`src/rtl/go_board_led_pattern.sv`:
```
// Go board LED controller: LED1 alive, LED2..LED4 show one of four tick-driven patterns; SW1 = mode, SW2 = pause.
// Latency: LEDs are registers; a button acts 2 sync edges + DEBOUNCE_CYCLES edges after its pin settles high.
// Backpressure: none (free-running); `GO_BOARD_PWM_DIM_EN adds PWM dimming of LED2..LED4.
module go_board_led_pattern #(
  parameter int unsigned TICK_DIV        = 2500000,
  parameter int unsigned DEBOUNCE_CYCLES = 250000,
  parameter int unsigned PWM_BITS        = 4,
  parameter int unsigned DIM_DUTY        = 4
) (
  input  logic clk,
  input  logic rst,
  input  logic SW1,
  input  logic SW2,
  output logic LED1,
  output logic LED2,
  output logic LED3,
  output logic LED4
);

  localparam int unsigned TICK_W = $clog2(TICK_DIV);
  localparam int unsigned DB_W   = $clog2(DEBOUNCE_CYCLES + 1);
  localparam logic [TICK_W-1:0] TICK_LAST = TICK_W'(TICK_DIV - 1);
  localparam logic [DB_W-1:0]   DB_LAST   = DB_W'(DEBOUNCE_CYCLES - 1);

  // ---------------------------------------------------------------- tick
  logic [TICK_W-1:0] tick_cnt_q, tick_cnt_d;
  logic              tick;

  // Tick pulses on the last count of each period and the counter wraps.
  always_comb begin
    tick       = (tick_cnt_q == TICK_LAST);
    tick_cnt_d = tick ? '0 : tick_cnt_q + TICK_W'(1);
  end

  // ------------------------------------------------------------- buttons
  // Bit 0 is SW1 (mode), bit 1 is SW2 (pause).
  logic [1:0]           btn_raw;
  logic [1:0]           meta_q, sync_q;
  logic [1:0]           db_q, db_d;
  logic [1:0][DB_W-1:0] db_cnt_q, db_cnt_d;
  logic [1:0]           press;

  assign btn_raw = {SW2, SW1};

  // Count consecutive cycles the synchronized level disagrees with the
  // accepted level; accept it on the DEBOUNCE_CYCLES-th such cycle.
  always_comb begin
    db_d     = db_q;
    db_cnt_d = '0;
    press    = '0;
    for (int b = 0; b < 2; b++) begin
      if (sync_q[b] != db_q[b]) begin
        if (db_cnt_q[b] == DB_LAST) begin
          db_d[b]  = sync_q[b];
          press[b] = sync_q[b];
        end else begin
          db_cnt_d[b] = db_cnt_q[b] + DB_W'(1);
        end
      end
    end
  end

  // Synchronizer, debounce and tick state.
  always_ff @(posedge clk or posedge rst) begin
    if (rst) begin
      meta_q     <= '0;
      sync_q     <= '0;
      db_q       <= '0;
      db_cnt_q   <= '0;
      tick_cnt_q <= '0;
    end else begin
      meta_q     <= btn_raw;
      sync_q     <= meta_q;
      db_q       <= db_d;
      db_cnt_q   <= db_cnt_d;
      tick_cnt_q <= tick_cnt_d;
    end
  end

  // ------------------------------------------------------------- pattern
  logic [1:0] mode_q, mode_d;
  logic       pause_q, pause_d;
  logic       dir_up_q, dir_up_d;
  logic [2:0] pattern_q, pattern_d;

  function automatic logic [2:0] mode_init(input logic [1:0] m);
    return (m[0]) ? 3'b001 : 3'b000;
  endfunction

  // Mode change takes priority over a coincident tick; pause only gates ticks.
  always_comb begin
    mode_d    = mode_q;
    pattern_d = pattern_q;
    dir_up_d  = dir_up_q;
    pause_d   = pause_q ^ press[1];
    if (press[0]) begin
      mode_d    = mode_q + 2'd1;
      pattern_d = mode_init(mode_d);
      dir_up_d  = 1'b1;
    end else if (tick && !pause_q) begin
      case (mode_q)
        2'd0: pattern_d = pattern_q + 3'd1;
        2'd1: pattern_d = {pattern_q[1:0], pattern_q[2]};
        2'd2: pattern_d = ~pattern_q;
        default: begin
          // Ping-pong: bounce off either end without repeating it.
          if (dir_up_q) begin
            if (pattern_q[2]) begin
              pattern_d = 3'b010;
              dir_up_d  = 1'b0;
            end else begin
              pattern_d = {pattern_q[1:0], 1'b0};
            end
          end else begin
            if (pattern_q[0]) begin
              pattern_d = 3'b010;
              dir_up_d  = 1'b1;
            end else begin
              pattern_d = {1'b0, pattern_q[2:1]};
            end
          end
        end
      endcase
    end
  end

  // Mode, pause, direction and pattern registers.
  always_ff @(posedge clk or posedge rst) begin
    if (rst) begin
      mode_q    <= '0;
      pause_q   <= 1'b0;
      dir_up_q  <= 1'b1;
      pattern_q <= '0;
    end else begin
      mode_q    <= mode_d;
      pause_q   <= pause_d;
      dir_up_q  <= dir_up_d;
      pattern_q <= pattern_d;
    end
  end

  // ------------------------------------------------------------- outputs
  logic alive_q;

  // LED1 comes on at the first edge after reset and stays on.
  always_ff @(posedge clk or posedge rst) begin
    if (rst) begin
      alive_q <= 1'b0;
    end else begin
      alive_q <= 1'b1;
    end
  end

  assign LED1 = alive_q;

`ifdef GO_BOARD_PWM_DIM_EN
  logic [PWM_BITS-1:0] pwm_cnt_q, pwm_cnt_d;
  logic                pwm_on;
  logic [2:0]          led_dim_q;

  // Gate against next-state values so dimmed LEDs stay aligned with the pattern.
  always_comb begin
    pwm_cnt_d = pwm_cnt_q + PWM_BITS'(1);
    pwm_on    = (32'(pwm_cnt_d) < DIM_DUTY);
  end

  // Free-running PWM counter and dimmed LED register.
  always_ff @(posedge clk or posedge rst) begin
    if (rst) begin
      pwm_cnt_q <= '0;
      led_dim_q <= '0;
    end else begin
      pwm_cnt_q <= pwm_cnt_d;
      led_dim_q <= pattern_d & {3{pwm_on}};
    end
  end

  assign {LED4, LED3, LED2} = led_dim_q;
`else
  assign {LED4, LED3, LED2} = pattern_q;
`endif

endmodule

```
`config.mk`:
```
export PLATFORM = sky130hd
export DESIGN_NAME = go_board_led_pattern
export DESIGN_NICKNAME = d
export VERILOG_FILES = /design/src/rtl/go_board_led_pattern.sv
export SDC_FILE = /design/constraint.sdc
export NUM_CORES = 1
export LEC_CHECK = 0
export CORE_AREA = 4 4 80 82
export CTS_BUF_LIST = sky130_fd_sc_hd__clkbuf_8
export DETAILED_ROUTE_END_ITERATION = 8
export DIE_AREA = 0 0 84 86
export GPL_TIMING_DRIVEN = 0
export PLACE_DENSITY = 0.89
export SYNTH_ARGS = -nofsm -noshare
export SYNTH_HDL_FRONTEND = slang
export SYNTH_SLANG_ARGS = --single-unit
```
`constraint.sdc`:
```
create_clock -name clk -period 5.2 [get_ports clk]
set_input_delay 1.04 -clock clk [delete_from_list [all_inputs] [get_ports clk]]
set_output_delay 1.04 -clock clk [all_outputs]
set_load 0.03 [all_outputs]
```
After elaboration in Yosys (flattened, before gate mapping)

Index checks and enable logic that the tools add are counted.

Input bits: 4
Bits in registers: 72
Output and inout port bits: 4
Word-level logic and storage cells: 57

Bitwise operators: 2
Add/sub/neg operators: 5
Reductions and logical operators: 8
Multiplexer cells: 22
Equal/unequal tests: 8

Operators with widths:

| cell                    | count |
|---|---|
| $mux W18                | 4 |
| $add A18 B1 Y18 const B | 2 |
| $eq A18 B18 Y1 const B  | 2 |
| $add A22 B1 Y22 const B | 1 |
| $eq A22 B22 Y1 const B  | 1 |
| $mux W22                | 1 |
| $mux W3                 | 4 |
| $mux W1                 | 11 |
| $pmux W3 S3             | 1 |
| $reduce_and A2 Y1       | 3 |
| $add A3 B1 Y3 const B   | 1 |
| $not A3 Y3              | 1 |
| $reduce_or A3 Y1        | 1 |
| $add A2 B1 Y2 const B   | 1 |
| $eq A2 B1 Y1 const B    | 1 |
| $eq A2 B2 Y1 const B    | 1 |
| $logic_not A2 Y1        | 1 |
| $mux W2                 | 1 |
| $ne A1 B1 Y1            | 2 |
| $ne A2 B1 Y1 const B    | 1 |
| $reduce_bool A2 Y1      | 1 |
| $logic_and A1 B1 Y1     | 1 |
| $logic_not A1 Y1        | 1 |
| $xor A1 B1 Y1           | 1 |

Longest topological paths before layout

Word-level depth: 5
Mapped depth: 7
Depth with buffers taken out: 7

Worst setup path after synthesis

No wires, ideal clock.

Path type: register to register
Start: reg db_cnt_q[0] (netlist bit)
End: reg mode_q[1]
Slack: 3486 ps
Path buffers: 1
Setup time: 127 ps
Stages on the path, launching flop included: 7
Period minus slack after synthesis: 1714 ps
Arrival time: 1587 ps
Path through: dfrtp_1 ha_1 nand3_1 nor4_2 and3b_1 buf_6 mux2_1

Cells in the longest elaborated chain, start to end: 3

RTL lines:

| item                   | line | text |
|---|---|---|
| from (decl)            | 40   | `logic [1:0][DB_W-1:0] db_cnt_q, db_cnt_d;` |
| from (signal assigned) | 75   | `db_cnt_q <= db_cnt_d;` |
| $eq A18 B18 Y1         | 53   | `if (db_cnt_q[b] == DB_LAST) begin` |
| $mux W1                | 53   |  |
| $mux W1                | 52   | `if (sync_q[b] != db_q[b]) begin` |
| to (signal assigned)   | 135  | `mode_q <= mode_d;` |
| to (decl)              | 81   | `logic [1:0] mode_q, mode_d;` |

No other way between the ends.
A chain may end at the register's enable or synchronous reset.

Worst setup path in the final report

Start: reg pattern_q[1]
End: out LED3

RTL lines:

| item                   | line | text |
|---|---|---|
| from (decl)            | 84   | `logic [2:0] pattern_q, pattern_d;` |
| from (signal assigned) | 138  | `pattern_q <= pattern_d;` |
| to (decl)              | 16   | `output logic LED3,` |

No word-level cell between the ends.

==> qor.yml <==
power.total_uw: 1100
hold_violations: 0
die_area_sq_um: 7220
grt_start_max_net_pins: 73
synthesis.area_sq_um: 3560
root_buffer: "clkbuf_8"
hold_path.class: "reg2reg"
critPathMaxStageDelay_ns: 0.71
synth_top_area_share_pct: 49.9
die_w_um: 84
dp_worst_setup_slack_ns: 3.00
drc_errors: 0
area_growth_pct: 11.1
rrSetupSlack_ns: 3.31
critPathLaunchType: "flip-flop"
cts.clk_slew.worst_paths_ns: 0.08
initial_core_util_pct: 62.0
clkLatencyLatePin_ns: 0.35
drive_gt1_share_pct: 10.8
finalNetCount: 369
maxCapViolations: 0
yosysUniqueCellTypes: 51
clkSinkCount: 72
rows: 28
dr.pass1.iters: 4
cp_num_buf_inv: 1
vdd_ir_drop_max_mv: 0.282
yosys_warnings: 0
routedWlPerCell_um: 13.5
syn_inst: 338
final-max-slew-violation-count: 0
rsz0062_at_grt: "no"
p_leak_uw: 0.00174
skew_ns: 0.00884
yosysMostFrequentCell: "dfrtp_1"
synthFlopType: "dfrtp_1"
ant_nets: 0
synth_edf_count: 0
grt_usage_pct: 18.4
yosysTopAreaCell: "dfrtp_1"
critical_path_peak_fanout: 7
crit_arrival_ns: 1.53
cp_cell_sequence: "clkdlybuf4s50_1"
status: "finished, final reports clean"
syn_nets: 351
synthArstFlopShare_pct: 100
ioPinCount: 8
endpoint_kind: "primary output"
h-tree-depth: 3
drt_iter0_drc: 123
ys_ff_latch: 72
cts_resized: 0
ys_top_cells_by_area: "dfrtp_1 (50%), xor2_1 (7.4%), nor2_1 (5.9%), xnor2_1 (5.7%), nand3_1 (3.8%)"
fmax_mhz: 389
cts_tree: "yes"
gp_congestion: 0.818
port_buffers: 7
critPathRequiredTime_ns: 4.16
antenna_found_initial: 0
critPathSlowestCell: "clkdlybuf4s50_1"
cts_hold_buf: 0
cts_setup_buffers: 0
whs_ns: 0.349
cp_top_family: "buffers and inverters"
postLayoutCellArea_sq_um: 3960
pwr_density_cell_nw_per_um2: 277
grt_pass1_wl_um: 10600
dpl_cell_area_sq_um: 3730
cts_buffers: 9
dp_hpwl_um: 3890
setup_violations: 0
fin_crit_sh_pct: 49.5
syn_avg_cell_area_sq_um: 10.5
critPathKind: "reg2out"
setup_tns_ns: 0
viasPerCell: 5.56
grt_overflow_total: 0
period_needed_ns: 2.57
core_area_sq_um: 5750
routed_wirelength_um: 5900
grt_pass1_vias: 2314
setup_ws_ns: 2.63
slew-limit-headroom_pct: 44.1
die_h_um: 86
cts_buffer_depth: 2
seq_area_frac_synth_pct: 50.6
ys_top_cells_by_count: "dfrtp_1 (71), nor2_1 (56), xor2_1 (30), nand3_1 (27), xnor2_1 (23)"
diodes: 0
vias: 2422
tightest_slew_ns: 0.839
report_power, final:
| part | switching [uW] | internal (uW) |
|---|---|---|
| sequential | 4.71 | 565 |
| clock | 203 | 295 |
| combinational | 19.6 | 8.75 |
worst paths after layout:
check	start	to	depth (start not counted)
setup / recovery	pattern_q[1]	LED3	1
hold / removal	meta_q[0]	sync_q[0]	0
setup reg to reg	db_cnt_q[0]	mode_q[1]	6
hold reg to reg	meta_q[0]	sync_q[0]	0
max in group asynchronous	rst	db_cnt_q[22]	2
min in group asynchronous	rst	db_cnt_q[25]	2
metrics by stage:
step / cells / utilization [%]
after global routing: 436 / 68.9
after detailed placement: 420 / 64.9
final: 436 / 68.9
after floorplan: 338 / -
after global placement: 420 / 64.8
after CTS: 436 / 68.9
registers in the layout, indices dropped and copies added (netlist names):
register,count
tick_cnt_q,22
db_q,2
db_cnt_q,36
LED1,1
mode_q,2
meta_q,2
pause_q,1
pattern_q,3
dir_up_q,1
sync_q,2
layout by cell type (no fill, tap or decap), types with 5 or more instances in the layout:
| master | Yosys | final |
|---|---|---|
| dfrtp_1 | 71 | 71 |
| nor2_1 | 56 | 56 |
| xor2_1 | 30 | 30 |
| nand3_1 | 27 | 27 |
| xnor2_1 | 23 | 23 |
| nand2_1 | 21 | 21 |
| nand4_1 | 11 | 11 |
| clkbuf_8 | 0 | 11 |
| ha_1 | 9 | 9 |
| and3_1 | 8 | 8 |
| clkdlybuf4s50_1 | 0 | 7 |
| inv_1 | 7 | 6 |
| nor4b_1 | 5 | 5 |
| and4_1 | 5 | 5 |
routing by layer:
| layer | up-vias | part of all wire [%] | GRT usage, % |
|---|---|---|---|
| met2 | 36 | 47 | 29.2 |
| met5 | - | 0 | 0 |
| li1 | 1194 | - | - |
| met3 | 11 | 2.8 | 4.61 |
| met1 | 1181 | 48 | 24.7 |
| met4 | 0 | 2.2 | 7.02 |
logic make-up (layout without fill, tap and decap cells):
group           count (synthesis)  after routing  synth area share (%)
fa+ha+maj                       9              9                  3.16
compound gates                 15             15                  2.99
flops                          72             72                  50.6
simple gates                  168            168                  26.1
buf+inv                        13             36                  1.93
xor+xnor                       53             53                  13.0
mux                             7              7                  2.07
other cells                     1              1                 0.105
layout make-up:
class	count	area, sq um
Sequential cell	72	1800
Tap cell	75	93.8
Timing Repair Buffer	7	70.1
Clock inverter	5	78.8
Fill cell	429	1790
Inverter	7	28.8
Multi-Input combinational cell	253	1690
Buffer	6	42.5
Clock buffer	11	151
(Power assumes the default switching activity.)
